==> src/rtl/detector_sequencer.sv <==
// Test sequencer for a serial sequence detector: resets it, streams a pattern MSB first, counts detections.
// Optional DETSEQ_LOOP_EN adds a `loop` input that repeats passes without re-clearing the detector.
module detector_sequencer (
  input  logic        clk,
  input  logic        rst,
  input  logic        start,
  input  logic        abort,
  input  logic [23:0] pattern,
  input  logic [4:0]  len,
  input  logic        det_z,
`ifdef DETSEQ_LOOP_EN
  input  logic        loop,
`endif
  output logic        det_rst,
  output logic        det_ena,
  output logic        det_sig,
  output logic        busy,
  output logic        done,
  output logic [7:0]  hit_count
);

  typedef enum logic [2:0] {
    IDLE   = 3'd0,
    CLEAR  = 3'd1,
    STREAM = 3'd2,
    DRAIN  = 3'd3,
    DONE   = 3'd4
  } state_t;

  state_t      state;
  logic [23:0] pat_r;
  logic [4:0]  len_r;
  logic [4:0]  idx;
  logic [4:0]  eff_len;
`ifdef DETSEQ_LOOP_EN
  logic        loop_r;
`endif

  always_comb begin
    eff_len = len;
    if (len == 5'd0 || len > 5'd24) eff_len = 5'd24;
  end

  // Outputs are computed for the state being entered, so they change together with it.
  // NOTE: all state and outputs use non-blocking assignments so every reader sees pre-edge values.
  always_ff @(posedge clk or negedge rst) begin
    if (!rst) begin
      state     <= IDLE;
      pat_r     <= '0;
      len_r     <= '0;
      idx       <= '0;
      hit_count <= '0;
      det_rst   <= 1'b0;
      det_ena   <= 1'b0;
      det_sig   <= 1'b0;
      busy      <= 1'b0;
      done      <= 1'b0;
`ifdef DETSEQ_LOOP_EN
      loop_r    <= 1'b0;
`endif
    end else begin
      if ((state == STREAM || state == DRAIN) && det_z && hit_count != 8'hFF)
        hit_count <= hit_count + 8'd1;

      if (abort && (state == CLEAR || state == STREAM || state == DRAIN)) begin
        state   <= IDLE;
        det_rst <= 1'b0;
        det_ena <= 1'b0;
        det_sig <= 1'b0;
        busy    <= 1'b0;
        done    <= 1'b0;
      end else begin
        case (state)
          IDLE: begin
            if (start) begin
              pat_r     <= pattern;
              len_r     <= eff_len;
              hit_count <= 8'd0;
              det_rst   <= 1'b1;
              busy      <= 1'b1;
              state     <= CLEAR;
            end
          end
          CLEAR: begin
            det_rst <= 1'b0;
            det_ena <= 1'b1;
            det_sig <= pat_r[23];
            idx     <= 5'd0;
            state   <= STREAM;
          end
          STREAM: begin
            if (idx == len_r - 5'd1) begin
              det_ena <= 1'b0;
              det_sig <= 1'b0;
              state   <= DRAIN;
            end else begin
              // idx <= 22 here, so the next bit index 23-(idx+1) stays in range.
              idx     <= idx + 5'd1;
              det_sig <= pat_r[5'd22 - idx];
            end
          end
          DRAIN: begin
            done  <= 1'b1;
            state <= DONE;
`ifdef DETSEQ_LOOP_EN
            loop_r <= loop;
`endif
          end
          DONE: begin
            done <= 1'b0;
`ifdef DETSEQ_LOOP_EN
            if (loop_r) begin
              det_ena <= 1'b1;
              det_sig <= pat_r[23];
              idx     <= 5'd0;
              state   <= STREAM;
            end else begin
              busy  <= 1'b0;
              state <= IDLE;
            end
`else
            busy  <= 1'b0;
            state <= IDLE;
`endif
          end
          default: begin
            state   <= IDLE;
            det_rst <= 1'b0;
            det_ena <= 1'b0;
            det_sig <= 1'b0;
            busy    <= 1'b0;
            done    <= 1'b0;
          end
        endcase
      end
    end
  end

endmodule

==> config.mk <==
export PLATFORM = sky130hd
export DESIGN_NAME = detector_sequencer
export DESIGN_NICKNAME = d
export VERILOG_FILES = /design/src/rtl/detector_sequencer.sv
export SDC_FILE = /design/constraint.sdc
export NUM_CORES = 1
export LEC_CHECK = 0
export ABC_CLOCK_PERIOD_IN_PS = 2500
export CAP_MARGIN = 30
export CORE_MARGIN = 2
export CORE_UTILIZATION = 40
export DETAILED_ROUTE_END_ITERATION = 7
export GPL_TIMING_DRIVEN = 0
export SETUP_SLACK_MARGIN = 0.2
export SYNTH_ARGS = -nofsm -noshare
export SYNTH_HDL_FRONTEND = slang
export SYNTH_SLANG_ARGS = --single-unit
==> constraint.sdc <==
create_clock -name clk -period 2.5 [get_ports clk]
set_input_delay 0.75 -clock clk [delete_from_list [all_inputs] [get_ports clk]]
set_output_delay 0.75 -clock clk [all_outputs]
set_load 0.02 [all_outputs]
; ---- Yosys cells after proc, flatten, opt, wreduce, memory -nomap -nowiden
; Cells that the tools add are included.
[totals]
ff_bits = 50
input_bits = 34
[classes]
addsub = 4
order_cmp = 2
eq_ne = 13
muxes = 26
n_bitwise = 1
reduce_logical = 20
[ops]
columns = cell, count
row1 = $mux 8, 4
row2 = $pmux 3 s4, 1
row3 = $reduce_or 3->1, 4
row4 = $mux 5, 2
row5 = $pmux 5 s2, 1
row6 = $mux 1, 9
row7 = $mux 3, 3
row8 = $add 8x1->8 const B, 1
row9 = $ne 2x1->1 const B, 4
row10 = $ne 8x8->1 const B, 1
row11 = $reduce_and 2->1, 4
row12 = $eq 3x2->1 const B, 2
row13 = $lt 5x6->1 const B, 1
row14 = $pmux 1 s2, 3
row15 = $pmux 1 s3, 2
row16 = $reduce_and 3->1, 2
row17 = $add 5x1->5 const B, 1
row18 = $bmux 1 s5, 1
row19 = $eq 5x5->1, 1
row20 = $gt 5x5->1 const B, 1
row21 = $logic_not 5->1, 1
row22 = $sub 5x1->5 const B, 1
row23 = $sub 5x5->5 const A, 1
row24 = $logic_or 1x1->1, 4
row25 = 9 further kinds, 11

; ---- Depth between registers and ports, before layout
; Gate-level depths: netlist of run 1.
[logic_depth]
ltp_word = 8
depth_mapped = 7
mapped_depth_nobuf = 7

; ---- Least setup slack after synthesis of run 1
; OpenSTA, ideal clock, no wires.
[synth_timing]
path_kind = register to register
from = register idx[0]
to = register det_sig
setup_ns = 0.120
arrival_time_ns = 1.762
setup_slack_ns = 0.618
stages_incl_launch_ff = 8
synth_period_minus_slack_ns = 1.882
cell_sequence = dfrtp_1 ha_1 buf_1 mux4_1 mux2i_1 o21ai_0 and3_2 a31o_1
[synth_between]
elab_chain_len = 6
[synth_lines]
columns = item, line
row1 = "start, declared", 33  ; logic [4:0] idx;
row2 = "start signal, assigned", 98  ; idx <= idx + 5'd1;
row3 = $sub 5x5->5, 99  ; det_sig <= pat_r[5'd22 - idx];
row4 = $bmux 1 s5, 99
row5 = $mux 1 (not written as such), 99
row6 = $mux 1 *, 92  ; if (idx == len_r - 5'd1) begin
row7 = $pmux 1 s3 *, 73  ; case (state)
row8 = $mux 1 *, 65  ; if (abort && (state == CLEAR || state == STREAM || state == DRAIN)) begin
row9 = "end signal, assigned", 87  ; det_sig <= pat_r[23];
row10 = "end signal, assigned", 99
row11 = "end, declared", 16  ; output logic det_sig,
; Every way passes the cells marked *; elsewhere a longest branch is shown, timed or not. The select of a mux whose other input is x is not followed.
; A chain may end at the register's enable or synchronous reset.

; ---- Final worst setup path of run 1
[layout_timing]
from = register hit_count[3]
to = output port hit_count[3]
[layout_rtl]
columns = item, line
row1 = "start, declared", 19  ; output logic [7:0] hit_count
row2 = "start signal, assigned", 63  ; hit_count <= hit_count + 8'd1;
; No word-level cell between the ends.

==> results of run 1 <==
[area by class of cell]
| class | count | area share [%] |
|---|---|---|
| timing repair buffer | 47 | 14.3 |
| inverter | 8 | 0.902 |
| clock buffer | 7 | 2.59 |
| multi-input combinational | 166 | 39.6 |
| clock inverter | 1 | 0.150 |
| buffer | 12 | 1.95 |
| tap | 77 | 2.89 |
| sequential | 50 | 37.6 |
[where the power goes]
part	internal, mW	leakage, nW	switching [mW]	total (mW)
clock network	0.224	0.0482	0.266	0.490
logic	0.541	0.752	0.443	0.983
registers	1.00	0.619	0.140	1.14
[sequential cells by signal (all words and copies together) (netlist names)]
name / flops
det_ena: 1
hit_count: 8
len_r: 5
pat_r: 24
idx: 5
det_sig: 1
busy: 1
done: 1
state: 3
det_rst: 1
[timing repair]
item / 4_1_cts / 5_1_grt
endpoints found under the setup margin: 0 / 24
setup buffers: 0 / 0
gates resized for setup: 0 / 5
hold buffers: 0 / 0
[cell usage in the layout, fill, tap and decap left out, types with 2 or more instances in the layout]
cell,instances
a21oi_1,7
clkdlybuf4s50_1,45
buf_2,3
clkbuf_2,2
mux2i_1,6
nand3b_1,2
nor2b_1,4
a211oi_2,2
nor3_1,5
ha_1,4
inv_1,8
o22a_1,3
dfrtp_1,50
clkbuf_4,2
xnor2_1,10
mux2_1,4
o21ai_0,12
nand2b_1,7
o211ai_1,2
a22oi_1,2
and3_2,2
nand2_1,12
nor2_1,20
mux4_1,6
clkbuf_8,6
nand3_1,9
xor2_1,5
clkbuf_1,6
mux2_2,19
and2_1,2
[kinds of logic after synthesis]
family | count (synthesis)
AOI/OAI and AO/OA | 40
muxes | 35
buffers and inverters | 20
and+or+nand+nor | 72
adders and majority gates | 4
xor gates and xnor gates | 15
DFF | 50
[metal layers]
layer / global-route usage (%) / up-vias
li1: - / 947
met1: 21.5 / 908
met2: 23.7 / 33
met3: 3.18 / 5
met4: 5.19 / 0
met5: 0 / -
[worst paths after layout]
check	from	end	slack [ns]
setup reg to reg	idx[0]$_DFFE_PN0P_	det_sig$_DFFE_PN0P_	0.42
hold / removal	rst	pat_r[1]$_DFFE_PN0P_	0.41
max in group asynchronous	rst	pat_r[20]$_DFFE_PN0P_	1.55
setup / recovery	hit_count[3]$_DFF_PN0_	hit_count[3]	0.35
hold reg to reg	pat_r[20]$_DFFE_PN0P_	pat_r[20]$_DFFE_PN0P_	0.49
min in group clk	pat_r[20]$_DFFE_PN0P_	pat_r[20]$_DFFE_PN0P_	0.49
==> summary.txt, run 1 <==
Synthesis
  – Cell taking the most area after synthesis: dfrtp_1
  – Mean post-synth cell area: around 11 um^2
  – Synth Cell Area: about 0.0027 mm^2
  – Post-synthesis sequential area ratio: 47.1%
  – XOR/XNOR Fraction of Synth Area: under 10%
  – Multiplexer share of the synthesized area: between 15 and 20%
  – Synth Area in Compound Gates: 10.9%
  – Synth cell types: between 40 and 50
  – Post-synthesis simple-gate area fraction: 14.0%
  – Top-count cell post-synth: dfrtp_1
  – Synth Register Bits: 50
  – Mapped Cells: between 200 and 250
  – Commonest cells in the netlist: dfrtp_1 (50), nor2_1 (20), mux2_2 (19)
  – Synthesis Warnings: 0
  – Syn_nets: approximately 270
  – Post-synth EDFFs: 0
  – Top cells by area, synth: dfrtp_1 (47%), mux2_2 (8.0%), mux4_1 (5.9%), xnor2_1 (3.3%), nor2_1 (2.8%)
  – Adder-cell share of the synthesized area: 1.88%
  – Largest family of logic cells by synthesized area: multiplexers
  – Yosys top cell area share: 47.1%
  – Synth Flop Type: dfrtp_1
  – Synth async-reset ratio: 100%

Clock tree
  – CTS tree: built
  – Num CTS Buffers: 5
  – Clock sink count: 50
  – Root Buffer: clkbuf_8
  – Clock Path Buffers: 2
  – H-tree depth: 2
  – Clock transition at the registers of the reported paths: about 0.090 ns
  – Clock Latency Late Sink: 0.30 ns

Drt
  – DR vias: 1893
  – Post-route ant nets: 0
  – Wire length on met1: 2600 um
  – # DRC: 0
  – DR iter-0 viols: between 80 and 90
  – Final WL: roughly 5200 um
  – Initial DRT Pass Iterations: 4
  – Drt wl/cell: 14.1 um
  – Max Used Layer: met4
  – DR vias/cell: around 5.1
  – WL met3: 179 um
  – Metal2 WL: 2340 um

Flow run
  – Max Cap Viol: 0

Timing
  – Slew Limit Fails: 0
  – RSZ-0062 raised after global routing: false
  – Worst Hold Slack: 0.415 ns
  – Final Setup Violations: 0
  – Final worst-path cycle share: between 80% and 90%
  – Slew margin rel.: 64.8%
  – Slew @ Worst Pin: approximately 0.52 ns
  – Fin crit period: 2.15 ns
  – Final setup margin: around 0.35 ns
  – Setup Skew: between 0.004 and 0.005 ns
  – Fmax: between 0.4 and 0.5 GHz
  – Final Hold Fails: 0
  – Setup TNS: 0 ns

Power and ir drop
  – Design Power: between 2 and 3 mW
  – Power per cell area: 785 mW/mm^2
  – Leakage: roughly 1.4 nW
  – Max rail drop VDD: approximately 0.33 mV

Critical path
  – Worst Path Max Fanout: 7
  – CP startpoint kind: flip-flop
  – Slowest-stage cell, CP: clkdlybuf4s50_1
  – Crit path largest cell delay: around 0.64 ns
  – Crit-path cells: clkdlybuf4s50_1
  – WS Path Type: reg2out
  – Setup crit end kind: output pin
  – FF-to-FF path depth: 6
  – Buf+Inv Stages, Crit Path: 1
  – Critical path arrival: 1.40 ns
  – CP Data Required Time: 1.75 ns
  – WP depth: 1
  – Family with the most delay on the worst path: buffers and inverters

GRT
  – Vias in the first global route: around 1900
  – Total Routing Usage GR: 15.3%
  – First-pass GRT wire length: about 8800 um
  – Initial antenna violation count: 0
  – Overflow after GRT: 0
  – Largest net degree at the start of global routing: 30

Run status
  – Status: finished, final reports clean

Placed design
  – Placed Cells: 360
  – Detailed Place HPWL: approximately 3800 um
  – Pre-CTS setup slack: -0.0905 ns
  – Routability cong.: around 0.76
  – DP Area: 0.00323 mm^2
  – Port-buffer cells: 46

Finish
  – Non-filler cells, final: between 300 and 400
  – Final Core Density: ~52%
  – Design Area, Final: about 0.0033 mm^2
  – Fill cell count: ~590
  – Area Growth Syn to Fin: 25.2%
  – Area taken by multi-input logic gates: ~0.0013 mm^2
  – Layout cells sized above 1: 15.5%
  – Nets: approximately 330
  – ANT cells: 0
  – Register area: approximately 0.0013 mm^2

Hold path
  – Hold Crit Class: in2async

Die
  – Die Ht: between 80 and 90 um
  – Rows: 29
  – Ports: between 40 and 50
  – Die area: 0.00732 mm^2
  – Initial core utilization: between 40% and 50%
  – Core area: roughly 0.0064 mm^2
  – Die width: roughly 86 um
Power figures use the tool's default switching activity.
==> inputs of run 2 (changes only) <==
--- a/config.mk
+++ b/config.mk
@@ -12,6 +12,7 @@
 export DETAILED_ROUTE_END_ITERATION = 7
 export GPL_TIMING_DRIVEN = 0
 export SETUP_SLACK_MARGIN = 0.2
+export SKIP_CTS_REPAIR_TIMING = 1
 export SYNTH_ARGS = -nofsm -noshare
 export SYNTH_HDL_FRONTEND = slang
 export SYNTH_SLANG_ARGS = --single-unit
==> results of run 2 <==
Same layout as run 1: the final DEF is identical, and so are final timing and power.
==> inputs of run 3 (changes only) <==
--- a/config.mk
+++ b/config.mk
@@ -11,6 +11,7 @@
 export CORE_UTILIZATION = 40
 export DETAILED_ROUTE_END_ITERATION = 7
 export GPL_TIMING_DRIVEN = 0
+export RECOVER_POWER = 25
 export SETUP_SLACK_MARGIN = 0.2
 export SKIP_CTS_REPAIR_TIMING = 1
 export SYNTH_ARGS = -nofsm -noshare
==> run 3 against run 2 <==
Sequential share of layout area hardly changed. Fmax did not move. Via count unchanged. Clock skew about the same. Critical path type unchanged. Critical endpoint unchanged. Setup slack unchanged. Routed wire length unchanged. Total power about the same. Flip-flop and latch count stayed put. Clock-buffer cell count stayed put. Global-route usage is the same. Sequential power is essentially flat.
==> summary.txt, run 3 (synthesis gave the netlist of run 1 again) <==
GRT
  – Overflow after GRT: 0 (unchanged)
  – Initial antenna violation count: 0 (unchanged)
  – Vias in the first global route: 1852 (unchanged)
  – Largest net degree at the start of global routing: 30 (unchanged)
  – GR peak layer: met2
  – First-pass GRT wire length: 8810 um (unchanged)
  – Met3 Use GR: 3.18% (unchanged)
  – Met2 Use GR: 23.7% (unchanged)
  – GR Layer Usage met1: 21.5% (unchanged)
  – Total Routing Usage GR: 15.3% (unchanged)

Die
  – Die area: 0.00732 mm^2 (unchanged)
  – Rows: 29 (unchanged)
  – Core area: 0.00639 mm^2 (unchanged)
  – Die width: 85.5 um (unchanged)
  – Die Ht: 85.5 um (unchanged)
  – Ports: 47 (unchanged)
  – Initial core utilization: 41.6% (unchanged)

Finish
  – ANT cells: 0 (unchanged)
  – Layout cells sized above 1: 15.1% (-0.34 points)
  – Most frequent cells in the layout: dfrtp_1 (50), clkdlybuf4s50_1 (45), nor2_1 (20)
  – Max reg flops: 24 (unchanged)
  – Design Area, Final: 0.00333 mm^2 (about the same)
  – Most common cell after layout, fill and taps aside: dfrtp_1
  – Fill cell count: 593 (+0.17%)
  – Largest registers: pat_r (24), hit_count (8)
  – Area Growth Syn to Fin: 25.2% (about the same)
  – Nets: 328 (unchanged)
  – Non-filler cells, final: 368 (unchanged)
  – Largest register by flop count: pat_r

Timing
  – Final worst-path cycle share: 86.0% (unchanged)
  – RSZ-0062 raised after global routing: false
  – Fin crit period: 2.15 ns (unchanged)
  – Fmax: 0.465 GHz (unchanged)
  – Final setup margin: 0.350 ns (unchanged)
  – Slew @ Worst Pin: 1.28 ns (+0.752 ns)
  – Slew margin rel.: 14.9% (-50 points)
  – Setup Skew: 0.00461 ns (-0.000115 ns)
  – Worst Hold Slack: 0.489 ns (+0.0739 ns)
  – Slew Limit Fails: 0 (unchanged)
  – Final Setup Violations: 0 (unchanged)
  – Final Hold Fails: 0 (unchanged)

Power and ir drop
  – Leakage: 1.42 nW (-0.19%)
  – Power per cell area: 786 mW/mm^2 (about the same)
  – Max rail drop VDD: 0.331 mV (about the same)
  – Design Power: 2.62 mW (about the same)

Critical path
  – Worst Path Max Fanout: 7 (unchanged)
  – CP Launch Point: hit_count[3]$_DFF_PN0_
  – CP Data Required Time: 1.75 ns (about the same)
  – Buf+Inv Stages, Crit Path: 1 (unchanged)
  – Setup crit end kind: output pin
  – Family with the most delay on the worst path: buffers and inverters
  – Crit path largest cell delay: 0.64 ns (about the same)
  – Crit-path cells: clkdlybuf4s50_1
  – WP depth: 1 (unchanged)
  – R2r endpoint: det_sig$_DFFE_PN0P_
  – FF-to-FF path depth: 6 (unchanged)
  – WS Path Type: reg2out
  – Worst r2r src: idx[0]$_DFFE_PN0P_
  – CP startpoint kind: flip-flop
  – R2R setup slack: 0.42 ns (about the same)
  – Slowest-stage cell, CP: clkdlybuf4s50_1
  – Crit path capture: hit_count[3]
  – Critical path arrival: 1.40 ns (about the same)

Placed design
  – Placed Cells: 360 (unchanged)
  – DP Area: 0.00323 mm^2 (unchanged)
  – Pre-CTS setup slack: -0.0905 ns (unchanged)
  – Routability cong.: 0.762 (unchanged)
  – Detailed Place HPWL: 3830 um (unchanged)
  – Port-buffer cells: 46 (unchanged)

Clock tree
  – Clock Path Buffers: 2 (unchanged)
  – CTS tree: built
  – H-tree depth: 2 (unchanged)
  – Clock sink count: 50 (unchanged)
  – Num CTS Buffers: 5 (unchanged)
  – Root Buffer: clkbuf_8
  – Clock transition at the registers of the reported paths: 0.09 ns (about the same)
  – Clock Latency Late Sink: 0.30 ns (about the same)

Flow run
  – Max Cap Viol: 0 (unchanged)

Drt
  – DR vias/cell: 5.14 (unchanged)
  – # DRC: 0 (unchanged)
  – Post-route ant nets: 0 (unchanged)
  – Drt wl/cell: 14.1 um (unchanged)
  – DR iter-0 viols: 89 (unchanged)
  – DR vias: 1893 (unchanged)
  – Initial DRT Pass Iterations: 4 (unchanged)
  – Final WL: 5200 um (unchanged)

Hold path
  – Hold Crit Class: reg2reg

Run status
  – Status: finished, final reports clean
-- run 3: changes by cell type in the layout (fill, tap and decap cells not counted), sizes merged --
cell,previous run,this run
clkbuf,16,17
buf,5,4
-- run 3: routing by layer --
layer | part of all wire [%] | wire length, um | vias to the layer above
li1 | - | - | 947
met1 | 50 | 2610 | 908
met2 | 45 | 2340 | 33
met3 | 3.4 | 178 | 5
met4 | 1.4 | 75 | 0
met5 | 0 | 0 | -
-- run 3: worst min-delay path by stage --
stage	startpoint	to	slack, ns	cells past startpoint
detailed placement	pat_r[20]$_DFFE_PN0P_	pat_r[20]$_DFFE_PN0P_	0.48	1
global placement	pat_r[20]$_DFFE_PN0P_	pat_r[20]$_DFFE_PN0P_	0.47	1
finish	pat_r[20]$_DFFE_PN0P_	pat_r[20]$_DFFE_PN0P_	0.49	1
floorplan	rst	busy$_DFFE_PN0P_	0.45	0
CTS	rst	pat_r[1]$_DFFE_PN0P_	0.43	1
global route	pat_r[20]$_DFFE_PN0P_	pat_r[20]$_DFFE_PN0P_	0.52	1
-- run 3: per-stage QoR --
step	TNS [ns]	utilization, %
after detailed placement	-1.65	50.6
final	0	52.1
after floorplan	0	-
after CTS	0	52.0
after global routing	0	52.1
after global placement	-46.50	50.4
-- run 3: cell type report --
type / count / area (um^2) / area share [%]
Multi-Input combinational cell: 166 / 1320 / 39.7
Sequential cell: 50 / 1250 / 37.6
Timing Repair Buffer: 47 / 474 / 14.2
Tap cell: 77 / 96.3 / 2.89
Clock buffer: 7 / 86.3 / 2.59
Buffer: 12 / 65.1 / 1.95
Inverter: 8 / 30.0 / 0.902
Clock inverter: 1 / 5.00 / 0.150
-- run 3: power breakdown --
group	total (mW)	leakage [nW]	internal (mW)	switching, mW
combinational	0.983	0.749	0.541	0.443
sequential	1.14	0.619	1.00	0.140
clock	0.490	0.0482	0.224	0.266
